**config.mk**
```make
export PLATFORM = sky130hd
export DESIGN_NAME = preamble_1010_tx
export DESIGN_NICKNAME = d
export VERILOG_FILES = /design/src/rtl/preamble_1010_tx.sv
export SDC_FILE = /design/constraint.sdc
export NUM_CORES = 1
export LEC_CHECK = 0
export CAP_MARGIN = 15
export CORE_AREA = 2 2 55 57
export DETAILED_ROUTE_END_ITERATION = 10
export DIE_AREA = 0 0 57 59
export PLACE_DENSITY_LB_ADDON = 0.1
export SLEW_MARGIN = 10
export SYNTH_ARGS = -nofsm -noshare
export SYNTH_HDL_FRONTEND = slang
export SYNTH_SLANG_ARGS = --single-unit
```
**constraint.sdc**
```tcl
create_clock -name clk -period 2.2 [get_ports clk]
set_input_delay 0.22 -clock clk [delete_from_list [all_inputs] [get_ports clk]]
set_output_delay 0.22 -clock clk [all_outputs]
set_load 0.01 [all_outputs]
```
**src/rtl/preamble_1010_tx.sv**
```systemverilog
// rtl/preamble_1010_tx.sv - serial frame transmitter: preamble 1010, MSB-first payload, optional even parity
module preamble_1010_tx #(
  parameter int DATA_W    = 8,
  parameter int PARITY_EN = 1
) (
  input  logic              clk,
  input  logic              rstn,
  input  logic              in_valid,
  input  logic [DATA_W-1:0] in_data,
  output logic              in_ready,
  output logic              out,
  output logic              out_valid,
  output logic              frame_start
);

  localparam int CW = $clog2(DATA_W) + 1;
  localparam logic [CW-1:0] LAST_CNT = CW'(DATA_W);

  typedef enum logic [1:0] {S_IDLE, S_PRE, S_DATA, S_PAR} state_t;

  // state_q names the frame segment whose bit is on out_q this cycle
  state_t            state_q, state_d;
  logic [1:0]        pre_idx_q, pre_idx_d;
  logic [CW-1:0]     cnt_q, cnt_d;
  logic [DATA_W-1:0] shreg_q, shreg_d;
  logic              par_q, par_d;
  logic              out_q, out_d;
  logic              valid_q, valid_d;
  logic              fs_q, fs_d;
  logic              last_bit;
  logic              accept;

  assign last_bit = (state_q == S_PAR) ||
                    ((state_q == S_DATA) && (cnt_q == LAST_CNT) && (PARITY_EN == 0));
  assign in_ready = (state_q == S_IDLE) || last_bit;
  assign accept   = in_valid && in_ready;

  assign out         = out_q;
  assign out_valid   = valid_q;
  assign frame_start = fs_q;

  always_comb begin
    state_d   = state_q;
    pre_idx_d = pre_idx_q;
    cnt_d     = cnt_q;
    shreg_d   = shreg_q;
    par_d     = par_q;
    out_d     = 1'b0;
    valid_d   = 1'b0;
    fs_d      = 1'b0;
    case (state_q)
      S_IDLE: begin
      end
      S_PRE: begin
        valid_d = 1'b1;
        if (pre_idx_q == 2'd3) begin
          state_d = S_DATA;
          out_d   = shreg_q[DATA_W-1];
          shreg_d = {shreg_q[DATA_W-2:0], 1'b0};
          cnt_d   = CW'(1);
        end else begin
          // preamble bit at index n is ~n[0]; next index is pre_idx_q+1
          pre_idx_d = pre_idx_q + 2'd1;
          out_d     = pre_idx_q[0];
        end
      end
      S_DATA: begin
        if (cnt_q != LAST_CNT) begin
          valid_d = 1'b1;
          out_d   = shreg_q[DATA_W-1];
          shreg_d = {shreg_q[DATA_W-2:0], 1'b0};
          cnt_d   = cnt_q + CW'(1);
        end else if (PARITY_EN != 0) begin
          state_d = S_PAR;
          valid_d = 1'b1;
          out_d   = par_q;
        end else begin
          state_d = S_IDLE;
          cnt_d   = '0;
        end
      end
      S_PAR: begin
        state_d = S_IDLE;
        cnt_d   = '0;
      end
      default: state_d = S_IDLE;
    endcase
    // accept only happens in IDLE or on a final bit, so it always starts a new frame
    if (accept) begin
      state_d   = S_PRE;
      pre_idx_d = 2'd0;
      cnt_d     = '0;
      shreg_d   = in_data;
      par_d     = ^in_data;
      out_d     = 1'b1;
      valid_d   = 1'b1;
      fs_d      = 1'b1;
    end
  end

  always_ff @(posedge clk or negedge rstn) begin
    if (!rstn) begin
      state_q   <= S_IDLE;
      pre_idx_q <= '0;
      cnt_q     <= '0;
      shreg_q   <= '0;
      par_q     <= 1'b0;
      out_q     <= 1'b0;
      valid_q   <= 1'b0;
      fs_q      <= 1'b0;
    end else begin
      state_q   <= state_d;
      pre_idx_q <= pre_idx_d;
      cnt_q     <= cnt_d;
      shreg_q   <= shreg_d;
      par_q     <= par_d;
      out_q     <= out_d;
      valid_q   <= valid_d;
      fs_q      <= fs_d;
    end
  end

endmodule

```
==> flow_metrics.env <==
export IMPL_status="completed"
export IMPL_p_per_area_nw_per_um2=1390
export IMPL_die_w_um=57
export IMPL_yosysTopAreaCell="dfrtp_1"
export IMPL_drt_iter0_markers=8
export IMPL_arrival_ps=1740
export IMPL_htreeDepth=1
export IMPL_diodes=0
export IMPL_cts_root_buf="clkbuf_4"
export IMPL_synth_top_area_share_pct=42.1
export IMPL_dp_cells=159
export IMPL_vias_per_cell=5.25
export IMPL_num_vias=856
export IMPL_drv_slew=0
export IMPL_drive_above_1_share_pct=15.2
export IMPL_hpwl_um=1510
export IMPL_crit_required_ps=1980
export IMPL_grt_ovfl_total=0
export IMPL_async_flop_share_pct=100
export IMPL_syn_area_per_cell_um2=10.1
export IMPL_cts_buffer_depth=2
export IMPL_dpl_cell_area_um2=1330
export IMPL_row_count=19
export IMPL_cts_sinks=20
export IMPL_grt_max_degree=21
export IMPL_clock_latency_ps=310
export IMPL_cp_start_kind="flop"
export IMPL_synth_edff_count=0
export IMPL_cts_tree="yes"
export IMPL_ys_seq_area_share_pct=42.1
export IMPL_dieArea_um2=3360
export IMPL_dp_slack_ps=401
export IMPL_core_um2=2710
export IMPL_synth_cells=118
export IMPL_path_cells="inv_1 -> ha_1 -> clkdlybuf4s50_1"
export IMPL_worst_slack_ps=238
export IMPL_antenna_found_initial=0
export IMPL_nNetsFinal=150
export IMPL_hold_viol_final=0
export IMPL_max_slew_margin_rel_pct=71.9
export IMPL_holdBufCountCts=0
export IMPL_yosysUniqueCellTypes=34
export IMPL_cts_setup_buffers=0
export IMPL_nFillCells=260
export IMPL_tns_ps=0
export IMPL_numCtsBuffers=3
export IMPL_fin_area_um2=1370
export IMPL_cts_clk_slew_worst_paths_ps=130
export IMPL_max_stage_delay_ps=570
export IMPL_place_gp_congestion=0.731
export IMPL_io_buffers=14
export IMPL_cpMaxStageDelayCell="clkdlybuf4s50_1"
export IMPL_yosys_top_cells_area="dfrtp_1 42%, ha_1 6.3%, nand2_1 6.0%"
export IMPL_synth_nets=135
export IMPL_synth_seq_cells=20
export IMPL_skew_ps=15.5
export IMPL_vdd_ir_drop_max_v=0.000779
export IMPL_hp_class="input port to async pin"
export IMPL_end_kind="primary output"
export IMPL_initial_core_util_pct=43.8
export IMPL_worstPathBufferInverterCount=2
export IMPL_syn_to_final_growth_pct=15.2
export IMPL_grt_pass1_wl_um=3540
export IMPL_drc_errors=0
export IMPL_p_leak_uw=0.000600
export IMPL_final_min_clock_period_ps=1960
export IMPL_crit_type="flop to primary output"
export IMPL_grt_pass1_vias=830
export IMPL_finalCritPeriodShare_pct=89.2
export IMPL_drtPass1Iterations=4
export IMPL_ant_nets=0
export IMPL_wl_per_cell_um=12.7
export IMPL_crit_family="buffers and inverters"
export IMPL_rsz0062_at_grt="false"
export IMPL_final_cells=163
export IMPL_ys_warnings_count=0
export IMPL_cp_max_fo=5
export IMPL_cts_resized=0
export IMPL_fin_util_pct=50.5
export IMPL_mappedNetlistArea_um2=1190
export IMPL_worst_slew_pin_slew_ps=421
export IMPL_track_usage_pct=13.5
export IMPL_synth_main_ff_cell="dfrtp_1"
export IMPL_finalSetupViolations=0
export IMPL_die_y_um=59
export IMPL_max_freq_ghz=0.510
export IMPL_drt_total_wl_um=2070
export IMPL_io_pins=15
export IMPL_maxCapViolCount=0
where the power goes:
| group | internal [uW] | leakage [uW] | switching (uW) |
|---|---|---|---|
| Sequential | 533 | 0.000245 | 98.3 |
| Combinational | 487 | 0.000334 | 565 |
| Clock | 101 | 0.0000210 | 121 |
| Total | 1120 | 0.000600 | 784 |
sequential cells by signal, summed over array words and instances, names as in the netlist:
signal,flops
cnt_q,4
par_q,1
out_valid,1
frame_start,1
state_q,2
pre_idx_q,2
shreg_q,8
out,1
cell usage in the layout, fill, tap and decap left out, types with 3 or more instances in the layout:
cell type	count
clkdlybuf4s50_1	14
a31oi_1	7
nand2_1	19
clkbuf_4	3
ha_1	6
inv_1	6
nor2_1	11
a21oi_1	3
xnor2_1	8
dfrtp_1	20
o21ai_0	4
layer usage:
| layer | part of all wire [%] | track usage [%] |
|---|---|---|
| met4 | 0.87 | 3.99 |
| met1 | 47 | 16.0 |
| met3 | 6.0 | 4.15 |
| met2 | 46 | 23.8 |
| met5 | 0 | 0 |
synthesized netlist by cell type, types with 2 or more instances:
| library cell | count |
|---|---|
| nand3_1 | 2 |
| xnor2_1 | 8 |
| nand2b_1 | 2 |
| nor2_1 | 11 |
| inv_1 | 6 |
| o21ai_0 | 4 |
| dfrtp_1 | 20 |
| buf_6 | 3 |
| a31oi_1 | 7 |
| ha_1 | 6 |
| a21oi_1 | 3 |
| mux2i_1 | 2 |
| nand2_1 | 19 |
| o2bb2ai_1 | 2 |
| nor2b_1 | 2 |
| nor2_2 | 2 |
| mux2_2 | 2 |
stage by stage:
step                hold WS, ps  total power (uW)
global route                251              2070
global placement            468              1680
finish                      223              1900
CTS                         233              1920
detailed placement          476              1700
floorplan                 -75.6              1520
kinds of logic (layout without fill, tap and decap cells):
| logic type | Yosys count | count (layout) | share of synthesized area, % |
|---|---|---|---|
| AOI/OAI and AO/OA | 26 | 26 | 18.1 |
| xor gates and xnor gates | 8 | 8 | 5.90 |
| adders and majority gates | 6 | 6 | 6.32 |
| buffers and inverters | 11 | 25 | 5.48 |
| DFF | 20 | 20 | 42.1 |
| muxes | 4 | 4 | 3.58 |
| and+or+nand+nor | 43 | 43 | 18.4 |
final timing paths:
check                      startpoint    endpoint  slack (ps)  cells past startpoint
hold reg to reg                 par_q       par_q         500                      2
setup / recovery           state_q[0]    in_ready         240                      3
setup reg to reg           state_q[0]    cnt_q[3]         400                      6
max in group asynchronous        rstn  shreg_q[3]        1750                      2
hold / removal                   rstn         out         220                      2
min in group clk                par_q       par_q         500                      2
cell type report:
cell class	instances	area (um2)	area share [%]
multi-input combinational	87	622	45.5
clock buffer	4	36.3	2.65
timing repair buffer	15	148	10.8
sequential	20	500	36.6
tap	31	38.8	2.84
inverter	6	22.5	1.65
Note: power is estimated with default switching activity, not from simulation.
